--- src/rtl/mem_port_arbiter.sv ---
// Arbiter sharing one single-port synchronous RAM between instruction fetch
// and the load/store unit. Data accesses win contention, but a starvation
// counter forces a fetch through after STARVE_MAX contested data grants.
// Read data is steered back to whichever port owned the read.
module mem_port_arbiter #(
  parameter int ADDR_W     = 32,
  parameter int DATA_W     = 32,
  parameter int RD_LAT     = 1,
  parameter int STARVE_MAX = 4
) (
  input  logic                clk,
  input  logic                rst,
  input  logic                if_req,
  input  logic [ADDR_W-1:0]   if_addr,
  output logic                if_gnt,
  output logic                if_rvalid,
  output logic [DATA_W-1:0]   if_rdata,
  input  logic                d_req,
  input  logic                d_we,
  input  logic [ADDR_W-1:0]   d_addr,
  input  logic [DATA_W-1:0]   d_wdata,
  input  logic [DATA_W/8-1:0] d_wstrb,
  output logic                d_gnt,
  output logic                d_rvalid,
  output logic [DATA_W-1:0]   d_rdata,
  output logic                mem_en,
  output logic [DATA_W/8-1:0] mem_we,
  output logic [ADDR_W-1:0]   mem_addr,
  output logic [DATA_W-1:0]   mem_wdata,
  input  logic [DATA_W-1:0]   mem_rdata
);

  localparam int STRB_W = DATA_W / 8;

  typedef enum logic {
    IDLE,
    RD_WAIT
  } state_e;

  state_e      state_q, state_d;
  logic [2:0]  cnt_q, cnt_d;
  logic [3:0]  starve_q, starve_d;
  logic        owner_d_q, owner_d_d;   // 1 = read in flight belongs to data port
  logic        if_rvalid_q, if_rvalid_d;
  logic        d_rvalid_q, d_rvalid_d;

  logic        free;
  logic        grant_d;
  logic        grant_if;
  logic        rd_grant;

  // Arbitration, memory strobes and next-state computation.
  always_comb begin
    // NOTE: every signal gets a default first so no path leaves it unassigned
    // and no latch is inferred.
    state_d     = state_q;
    cnt_d       = cnt_q;
    starve_d    = starve_q;
    owner_d_d   = owner_d_q;
    if_rvalid_d = 1'b0;
    d_rvalid_d  = 1'b0;

    // The rvalid cycle of a read is also a free cycle, so reads pipeline.
    free     = (state_q == IDLE) || (cnt_q == 3'(RD_LAT));
    grant_d  = !rst && free && d_req && (!if_req || (starve_q < 4'(STARVE_MAX)));
    grant_if = !rst && free && if_req && !grant_d;
    rd_grant = grant_if || (grant_d && !d_we);

    mem_en    = grant_d || grant_if;
    mem_addr  = grant_d ? d_addr : if_addr;
    mem_wdata = d_wdata;
    mem_we    = (grant_d && d_we) ? d_wstrb : {STRB_W{1'b0}};

    if (rd_grant) begin
      state_d   = RD_WAIT;
      cnt_d     = 3'd1;
      owner_d_d = grant_d;
    end else if (state_q == RD_WAIT && !free) begin
      cnt_d = cnt_q + 3'd1;
    end else begin
      state_d = IDLE;
      cnt_d   = 3'd0;
    end

    if (state_d == RD_WAIT && cnt_d == 3'(RD_LAT)) begin
      d_rvalid_d  = owner_d_d;
      if_rvalid_d = !owner_d_d;
    end

    // Fetch losing a contested slot is what counts toward starvation.
    if (!if_req || grant_if) begin
      starve_d = 4'd0;
    end else if (grant_d) begin
      starve_d = starve_q + 4'd1;
    end
  end

  assign if_gnt    = grant_if;
  assign d_gnt     = grant_d;
  assign if_rvalid = if_rvalid_q;
  assign d_rvalid  = d_rvalid_q;
  assign if_rdata  = mem_rdata;
  assign d_rdata   = mem_rdata;

  // State, latency counter, owner and registered rvalid flags.
  always_ff @(posedge clk) begin
    // NOTE: sequential state uses non-blocking assignments so every flop
    // samples the pre-edge values regardless of statement order.
    if (rst) begin
      state_q     <= IDLE;
      cnt_q       <= 3'd0;
      starve_q    <= 4'd0;
      owner_d_q   <= 1'b0;
      if_rvalid_q <= 1'b0;
      d_rvalid_q  <= 1'b0;
    end else begin
      state_q     <= state_d;
      cnt_q       <= cnt_d;
      starve_q    <= starve_d;
      owner_d_q   <= owner_d_d;
      if_rvalid_q <= if_rvalid_d;
      d_rvalid_q  <= d_rvalid_d;
    end
  end

endmodule

--- config.mk ---
export PLATFORM = sky130hd
export DESIGN_NAME = mem_port_arbiter
export DESIGN_NICKNAME = d
export VERILOG_FILES = /design/src/rtl/mem_port_arbiter.sv
export SDC_FILE = /design/constraint.sdc
export NUM_CORES = 1
export LEC_CHECK = 0
export ABC_CLOCK_PERIOD_IN_PS = 3000
export CORE_AREA = 5 5 103 105
export DETAILED_ROUTE_END_ITERATION = 12
export DIE_AREA = 0 0 108 110
export PLACE_DENSITY = 0.64
export RECOVER_POWER = 50
export SETUP_SLACK_MARGIN = 0.2
export SYNTH_ARGS = -nofsm -noshare
export SYNTH_HDL_FRONTEND = slang
export SYNTH_SLANG_ARGS = --single-unit
--- constraint.sdc ---
create_clock -name clk -period 3 [get_ports clk]
set_input_delay 0.45 -clock clk [delete_from_list [all_inputs] [get_ports clk]]
set_output_delay 0.45 -clock clk [all_outputs]
set_load 0.05 [all_outputs]
==> flow_metrics.env, run 1 <==
export IMPL_status="finished, final reports clean"
export IMPL_p_int_w=0.000527
export IMPL_synthTopCellsByArea="buf_4, mux2_2, dfxtp_1"
export IMPL_tns_ns=0
export IMPL_critPathLaunch="if_req"
export IMPL_endpoint="mem_addr[27]"
export IMPL_htreeDepth=1
export IMPL_power_w=0.000847
export IMPL_p_per_area_nw_per_um2=318
export IMPL_synthArstFlopShare_pct=0
export IMPL_antenna_found_initial=0
export IMPL_ys_flop_type="dfxtp_1"
export IMPL_leakagePower_nw=1.02
export IMPL_diodes=0
export IMPL_die_area_sq_um=11900
export IMPL_worst_pin_slew_ns=0.497
export IMPL_slew_violations=0
export IMPL_synth_most_common_cell="buf_4"
export IMPL_synth_top_area_cell="buf_4"
export IMPL_ys_ff_latch=11
export IMPL_cap_violations=0
export IMPL_p_sw_share_pct=37.7
export IMPL_vias=1345
export IMPL_rr_endpoint="starve_q[3]"
export IMPL_die_y_um=110
export IMPL_r2r_start="cnt_q[0]"
export IMPL_hold_ws_ns=0.475
export IMPL_synth_cell_type_count=31
export IMPL_clk_path_buf_depth=2
export IMPL_finalNetCount=361
export IMPL_regToRegSetupSlack_ns=1.41
export IMPL_syn_nets=341
export IMPL_synthCells=201
export IMPL_yosysWarnings=0
export IMPL_finalCritPeriodShare_pct=90.1
export IMPL_relSlewSlack_pct=66.8
export IMPL_ant_nets=0
export IMPL_synth_top_area_share_pct=42.4
export IMPL_hold_violations=0
export IMPL_cts_root_buf="clkbuf_8"
export IMPL_insertion_delay_ns=0.24
export IMPL_drc_errors=0
export IMPL_grt_pass1_wl_mm=7.44
export IMPL_track_usage_pct=8.02
export IMPL_synth_edf_count=0
export IMPL_start_util_pct=17.8
export IMPL_rsz0062_at_grt="no"
export IMPL_p_clk_share_pct=17.7
export IMPL_drt_iter0_markers=94
export IMPL_path_clk_slew_ns=0.05
export IMPL_die_w_um=108
export IMPL_rows=36
export IMPL_hold_class="flip-flop to flip-flop"
export IMPL_grt_pass1_vias=1333
export IMPL_numPortBuffers=113
export IMPL_cp_arrival_ns=2.25
export IMPL_syn_area_sq_um=1700
export IMPL_finalWeightedCongestion=0.807
export IMPL_wl_per_cell_um=16.8
export IMPL_dp_hpwl_mm=4.94
export IMPL_min_period_ns=2.70
export IMPL_end_kind="output pin"
export IMPL_drive_above_1_share_pct=35.9
export IMPL_p_comb_share_pct=63.4
export IMPL_cts_buffers=3
export IMPL_start_kind="primary input"
export IMPL_fmaxAchievable_mhz=370
export IMPL_ir_drop_v=0.0000891
export IMPL_cts_hold_buf=0
export IMPL_drt_total_wl_mm=5.95
export IMPL_p_sw_w=0.000319
export IMPL_setup_viol=0
export IMPL_reg2regPathDepth=5
export IMPL_ys_seq_area_share_pct=13.0
export IMPL_crit_fanout=18
export IMPL_tritoncts="done"
export IMPL_avgSynthCellArea_sq_um=8.46
export IMPL_firstDrtPassIters=4
export IMPL_boundaryPins=274
export IMPL_final_core_util_pct=27.9
export IMPL_via_per_inst=3.81
export IMPL_path_class="primary input to output pin"
export IMPL_grt_max_degree=38
export IMPL_syn_to_final_growth_pct=56.6
export IMPL_grt_ovfl_total=0
export IMPL_core_area_sq_um=9550
export IMPL_power_frac_seq_pct=18.9
export IMPL_ys_top_cells_by_count="buf_4, mux2_2, dfxtp_1"
export IMPL_cts_num_sinks=11
export IMPL_fin_skew_ns=0.00618
export IMPL_cp_required_ns=2.55
## critical path, cell delays in order
cell and delay (ns):
clkdlybuf4s50_1 0.48, o21ai_2 0.11, nand2_1 0.12, nor3_4 0.24
buf_12 0.16, clkbuf_16 0.17, mux2_2 0.37, buf_12 0.15
## logic make-up after synthesis
group	after synthesis	synth area share [%]
adders and majority gates	3	2.21
and+or+nand+nor	29	9.86
buffers and inverters	106	46.4
DFF	11	13.0
AOI/OAI and AO/OA	19	6.84
muxes	32	21.2
xor gates and xnor gates	1	0.515
## cell type report
class                      instances  area, sq um
tap                              133          166
inverter                           3         11.3
fill                             986         6890
timing repair buffer             118         1520
sequential                        11          221
multi-input combinational         84          699
clock buffer                       4         45.0
## layer usage
metal	part of all wire [%]	routed length [um]	GRT usage [%]
met2	54	3200	15.5
met5	0	0	0
met3	15	896	4.31
met1	29	1730	7.00
met4	2.1	125	2.71
## state kept, by name, indices dropped and copies added, names as in the netlist
name,cells
owner_d_q,1
cnt_q,3
starve_q,4
d_rvalid,1
state_q,1
if_rvalid,1
## power groups by stage
stage | clock network, W | logic (W) | registers (W)
after floorplan | 0 | 0.000587 | 0.000169
after global placement | 0 | 0.000519 | 0.000162
after detailed placement | 0 | 0.000522 | 0.000162
after CTS | 0.000153 | 0.000524 | 0.000159
after global routing | 0.000160 | 0.000559 | 0.000161
final | 0.000150 | 0.000536 | 0.000160
## placed cells by master, fill, tap and decap left out, types with 2 or more instances in the layout
| cell | instances |
|---|---|
| nor2_1 | 4 |
| clkdlybuf4s50_1 | 74 |
| dfxtp_1 | 10 |
| mux2_2 | 26 |
| nand2b_1 | 2 |
| buf_12 | 33 |
| mux2_1 | 6 |
| nor3_1 | 3 |
| ha_1 | 3 |
| buf_4 | 9 |
| nand2_1 | 5 |
| o21ai_0 | 2 |
| clkbuf_8 | 3 |
| clkbuf_16 | 2 |
| and3_1 | 5 |
| nand3_1 | 2 |
| inv_1 | 3 |
| a21oi_1 | 9 |
## metrics by stage
step / setup slack (ns) / instance area (sq um) / std cells
after detailed placement: 0.263 / 2540 / 346
after floorplan: 0.491 / 1700 / 201
final: 0.297 / 2660 / 353
after global placement: 0.323 / 2540 / 346
after CTS: 0.244 / 2580 / 350
after global routing: 0.212 / 2660 / 353
## what timing repair did
action / CTS / global route
endpoints found under the setup margin: 0 / 32
resized for setup: 0 / 6
buffers inserted: 0 / 1
## worst min-delay path by stage
| stage | from | endpoint | slack, ns | cells past startpoint |
|---|---|---|---|---|
| 2_1_floorplan | starve_q[3] | starve_q[3] | 0.44 | 2 |
| 3_3_place_gp | starve_q[3] | starve_q[3] | 0.46 | 2 |
| 3_5_place_dp | starve_q[2] | starve_q[2] | 0.48 | 2 |
| 4_1_cts | starve_q[2] | starve_q[2] | 0.49 | 2 |
| 5_1_grt | cnt_q[0] | cnt_q[0] | 0.50 | 1 |
| 6_report | cnt_q[0] | cnt_q[0] | 0.47 | 1 |
No activity file was read; power rests on OpenSTA's default activity.
==> inputs of run 2 (changes only) <==
--- a/config.mk
+++ b/config.mk
@@ -6,9 +6,11 @@
 export NUM_CORES = 1
 export LEC_CHECK = 0
 export ABC_CLOCK_PERIOD_IN_PS = 3000
+export CAP_MARGIN = 20
 export CORE_AREA = 5 5 103 105
 export DETAILED_ROUTE_END_ITERATION = 12
 export DIE_AREA = 0 0 108 110
+export GPL_TIMING_DRIVEN = 0
 export PLACE_DENSITY = 0.64
 export RECOVER_POWER = 50
 export SETUP_SLACK_MARGIN = 0.2
==> flow_metrics.env, run 2 (synthesized netlist as in run 1, its figures left out) <==
export IMPL_design_area_sq_um=4020
export IMPL_cap_violations=0
export IMPL_die_y_um=110
export IMPL_r2r_start="cnt_q[0]"
export IMPL_grt_ovfl_total=0
export IMPL_grt_pass1_wl_mm=10.7
export IMPL_layout_common_cells="clkdlybuf4s50_1, buf_4, dlygate4sd3_1"
export IMPL_start_util_pct=17.8
export IMPL_fin_skew_ns=0.00378
export IMPL_setup_viol=0
export IMPL_ant_nets=0
export IMPL_place_area_sq_um=3950
export IMPL_antenna_found_initial=0
export IMPL_track_usage_pct=11.4
export IMPL_die_area_sq_um=11900
export IMPL_min_period_ns=2.75
export IMPL_fin_ws_ns=0.245
export IMPL_regMostFlops="starve_q"
export IMPL_reg_largest_list="starve_q x4, cnt_q x3"
export IMPL_hold_violations=0
export IMPL_rows=36
export IMPL_vias=2050
export IMPL_via_per_inst=3.73
export IMPL_max_stage_delay_ns=0.60
export IMPL_end_kind="output pin"
export IMPL_finalNetCount=557
export IMPL_cp_required_ns=2.55
export IMPL_syn_to_final_growth_pct=136
export IMPL_drive_above_1_share_pct=41.6
export IMPL_critPathBufInv=4
export IMPL_diodes=0
export IMPL_insertion_delay_ns=0.24
export IMPL_status="finished, final reports clean"
export IMPL_grt_pass1_vias=2076
export IMPL_cts_hold_buf=0
export IMPL_numPortBuffers=208
export IMPL_drt_total_wl_mm=8.11
export IMPL_largest_reg_flops=4
export IMPL_stdcell_count=549
export IMPL_drc_errors=0
export IMPL_cts_num_sinks=11
export IMPL_start_kind="primary input"
export IMPL_rsz0062_at_grt="yes"
export IMPL_cp_arrival_ns=2.30
export IMPL_wl_per_cell_um=14.8
export IMPL_core_area_sq_um=9550
export IMPL_path_class="primary input to output pin"
export IMPL_relSlewSlack_pct=62.3
export IMPL_dp_cells=542
export IMPL_firstDrtPassIters=4
export IMPL_power_w=0.00122
export IMPL_fmaxAchievable_mhz=363
export IMPL_slew_violations=0
export IMPL_regToRegSetupSlack_ns=1.27
export IMPL_layout_commonest_cell="clkdlybuf4s50_1"
export IMPL_place_ws_ns=-0.548
export IMPL_hold_class="flip-flop to flip-flop"
export IMPL_cpMostUsedCell="buf_6"
export IMPL_crit_family="buffers and inverters"
export IMPL_clk_path_buf_depth=2
export IMPL_finalWeightedCongestion=0.745
export IMPL_boundaryPins=274
export IMPL_grt_max_degree=11
export IMPL_critPathLaunch="if_req"
export IMPL_worstHoldStart="cnt_q[0]"
export IMPL_leakagePower_nw=1.77
export IMPL_tritoncts="done"
export IMPL_die_w_um=108
export IMPL_hold_ws_ns=0.463
export IMPL_cp_cell_sequence="dlygate4sd3_1 > o21ai_2 > nand2_1 > nor3_4 > buf_6 > buf_6 > mux2_2 > buf_4"
export IMPL_cts_buffers=3
export IMPL_cts_root_buf="clkbuf_8"
export IMPL_finalCritPeriodShare_pct=91.8
export IMPL_crit_fanout=10
export IMPL_dp_hpwl_mm=7.31
export IMPL_drt_iter0_markers=72
export IMPL_slowest_stage="dlygate4sd3_1"
export IMPL_path_clk_slew_ns=0.05
export IMPL_worst_pin_slew_ns=0.564
export IMPL_p_per_area_nw_per_um2=303
export IMPL_ir_drop_v=0.000113
export IMPL_htreeDepth=1
## run 2: repair_timing
| item | 4_1_cts | 5_1_grt |
|---|---|---|
| hold endpoints to repair | 0 | 0 |
| gates resized for setup | 172 | 99 |
| buffers inserted | 3 | 0 |
| pin swaps | 1 | 2 |
| endpoints found under the setup margin | 38 | 38 |
## run 2: power by group
part           switching (W)  internal, W  total [W]  leakage (nW)
Sequential        0.00000602     0.000154   0.000160        0.0901
Clock              0.0000568    0.0000934   0.000150        0.0228
Combinational       0.000528     0.000381   0.000909          1.65
## run 2: worst register-to-register path: stages, from the launching register on
cell and delay, ns:
dfxtp_2 0.35, ha_1 0.15, nand2b_1 0.05, clkbuf_1 0.18, and2_0 0.21, buf_6 0.14
or4_1 0.47, a21oi_1 0.13
## run 2: area by class of cell
| type | count | area [sq um] |
|---|---|---|
| Buffer | 103 | 781 |
| Clock buffer | 4 | 45.0 |
| Fill cell | 971 | 5530 |
| Inverter | 3 | 11.3 |
| Multi-Input combinational cell | 84 | 694 |
| Sequential cell | 11 | 221 |
| Tap cell | 133 | 166 |
| Timing Repair Buffer | 211 | 2100 |
## run 2: path summary, 6_finish.rpt
kind	end	cells past startpoint
worst max-delay path	mem_addr[8]	8
worst min-delay path	cnt_q[0]	1
worst max register to register	starve_q[3]	7
worst min register to register	cnt_q[0]	1
## run 2: layer usage
layer | vias up | global-route usage (%) | wire length, um
met4 | 0 | 2.43 | 57
met1 | 911 | 11.1 | 2530
met5 | - | 0 | 0
li1 | 1003 | - | -
met3 | 6 | 3.38 | 875
met2 | 130 | 23.4 | 4640
## run 2: through the flow
step / utilization (%) / setup TNS (ns)
global placement: 41.4 / -17.03
finish: 42.1 / 0
detailed placement: 41.4 / -17.41
floorplan: - / 0
CTS: 40.6 / -0.00961
global route: 42.1 / 0
==> inputs of run 3 (changes only) <==
--- a/config.mk
+++ b/config.mk
@@ -7,13 +7,17 @@
 export LEC_CHECK = 0
 export ABC_CLOCK_PERIOD_IN_PS = 3000
 export CAP_MARGIN = 20
-export CORE_AREA = 5 5 103 105
+export CELL_PAD_IN_SITES_DETAIL_PLACEMENT = 1
+export CELL_PAD_IN_SITES_GLOBAL_PLACEMENT = 1
+export CORE_AREA = 5 5 121 123
 export DETAILED_ROUTE_END_ITERATION = 12
-export DIE_AREA = 0 0 108 110
+export DIE_AREA = 0 0 126 128
+export GPL_ROUTABILITY_DRIVEN = 0
 export GPL_TIMING_DRIVEN = 0
-export PLACE_DENSITY = 0.64
+export PLACE_DENSITY = 0.75
 export RECOVER_POWER = 50
 export SETUP_SLACK_MARGIN = 0.2
 export SYNTH_ARGS = -nofsm -noshare
 export SYNTH_HDL_FRONTEND = slang
 export SYNTH_SLANG_ARGS = --single-unit
+export TNS_END_PERCENT = 30
==> flow_metrics.env, run 3 (synthesized netlist as in run 1, its figures left out) <==
export IMPL_status="finished, final reports clean"
export IMPL_antenna_found_initial=0
export IMPL_finalCritPeriodShare_pct=91.7
export IMPL_die_y_um=128
export IMPL_critPathLaunch="if_req"
export IMPL_cts_hold_buf=0
export IMPL_path_clk_slew_ns=0.04
export IMPL_htreeDepth=1
export IMPL_layout_commonest_cell="clkdlybuf4s50_1"
export IMPL_grt_ovfl_total=0
export IMPL_worst_pin_slew_ns=0.537
export IMPL_p_per_area_nw_per_um2=320
export IMPL_via_per_inst=3.49
export IMPL_regMostFlops="starve_q"
export IMPL_reg_largest_list="starve_q x4, cnt_q x3"
export IMPL_grt_pass1_wl_mm=11.3
export IMPL_insertion_delay_ns=0.24
export IMPL_multi_input_area_sq_um=694
export IMPL_dp_hpwl_mm=7.14
export IMPL_start_kind="primary input"
export IMPL_num_fill_cells=1569
export IMPL_met3_usage_pct=2.75
export IMPL_drc_errors=0
export IMPL_place_ws_ns=-0.635
export IMPL_fmaxAchievable_mhz=364
export IMPL_cts_root_buf="clkbuf_16"
export IMPL_leakagePower_nw=1.76
export IMPL_syn_to_final_growth_pct=139
export IMPL_cts_buffers=3
export IMPL_rsz0062_at_grt="yes"
export IMPL_min_period_ns=2.75
export IMPL_fin_ws_ns=0.250
export IMPL_cap_violations=0
export IMPL_critPathBufInv=4
export IMPL_grt_use_met2_pct=16.2
export IMPL_drt_total_wl_mm=7.97
export IMPL_path_class="primary input to output pin"
export IMPL_firstDrtPassIters=4
export IMPL_grt_busiest_layer="met2"
export IMPL_worstHoldStart="cnt_q[0]"
export IMPL_use_met1_pct=9.05
export IMPL_cp_arrival_ns=2.30
export IMPL_core_area_sq_um=13600
export IMPL_crit_family="buffers and inverters"
export IMPL_diodes=0
export IMPL_vias=2079
export IMPL_cp_cell_sequence="clkdlybuf4s50_1 > o21ai_0 > nand2_1 > nor3_4 > buf_12 > buf_8 > mux2_1 > buf_2"
export IMPL_clk_path_buf_depth=2
export IMPL_boundaryPins=274
export IMPL_tritoncts="done"
export IMPL_die_w_um=126
export IMPL_largest_reg_flops=4
export IMPL_cts_num_sinks=11
export IMPL_r2r_start="cnt_q[0]"
export IMPL_seq_area_sq_um=221
export IMPL_slew_violations=0
export IMPL_slowest_stage="clkdlybuf4s50_1"
export IMPL_regToRegSetupSlack_ns=1.32
export IMPL_drive_above_1_share_pct=41.7
export IMPL_end_kind="output pin"
export IMPL_crit_fanout=10
export IMPL_rows=43
export IMPL_ir_drop_v=0.000140
export IMPL_finalNetCount=556
export IMPL_max_stage_delay_ns=0.46
export IMPL_relSlewSlack_pct=64.1
export IMPL_die_area_sq_um=16100
export IMPL_grt_pass1_vias=2315
export IMPL_wl_per_cell_um=13.4
export IMPL_drt_iter0_markers=22
export IMPL_numPortBuffers=208
export IMPL_track_usage_pct=8.53
export IMPL_cp_required_ns=2.55
export IMPL_setup_viol=0
export IMPL_fin_skew_ns=0.000942
export IMPL_grt_max_degree=11
export IMPL_design_area_sq_um=4060
export IMPL_start_util_pct=12.5
export IMPL_place_area_sq_um=4010
export IMPL_hold_class="flip-flop to flip-flop"
export IMPL_ant_nets=0
export IMPL_layout_common_cells="clkdlybuf4s50_1, buf_4, dlygate4sd3_1"
export IMPL_hold_violations=0
[run 3: repair_timing]
| action | CTS | global route |
|---|---|---|
| endpoints found under the setup margin | 38 | 38 |
| resized for setup | 111 | 101 |
| pin swaps | 1 | 2 |
| setup buffers | 2 | 0 |
[run 3: area by class of cell]
type	instances	share of cell area, %
plain buffers	103	19.5
clock buffers	4	1.94
repair buffers	210	50.1
well taps	180	5.55
inverters	3	0.277
multi-input cells	84	17.1
flip-flops and latches	11	5.45
[run 3: worst paths after layout]
kind                        to  cells past startpoint
setup / recovery  mem_addr[14]                      8
hold / removal        cnt_q[0]                      1
setup reg to reg   starve_q[3]                      7
hold reg to reg       cnt_q[0]                      1
[run 3: report_power, final]
| part | leakage, nW | total, W | internal, W | switching (W) |
|---|---|---|---|---|
| Sequential | 0.0901 | 0.000160 | 0.000154 | 0.00000634 |
| Clock | 0.0382 | 0.000246 | 0.000179 | 0.0000676 |
| Combinational | 1.63 | 0.000893 | 0.000368 | 0.000525 |
| Total | 1.76 | 0.00130 | 0.000701 | 0.000599 |
[run 3: per-layer routing]
metal / share of wire [%] / up-vias
met3: 11 / 6
met5: 0 / -
met2: 54 / 149
li1: - / 1001
met1: 34 / 923
met4: 0.97 / 0
[run 3: per-stage QoR]
step	hold slack (ns)	total power, W	std cells	utilization (%)	TNS [ns]
after global placement	0.447	0.00108	589	29.6	-21.16
after global routing	0.496	0.00135	595	29.9	0
after detailed placement	0.467	0.00108	589	29.6	-20.89
after floorplan	0.441	0.000756	201	-	0
after CTS	0.470	0.00131	595	29.8	-0.00504
final	0.468	0.00130	595	29.9	0
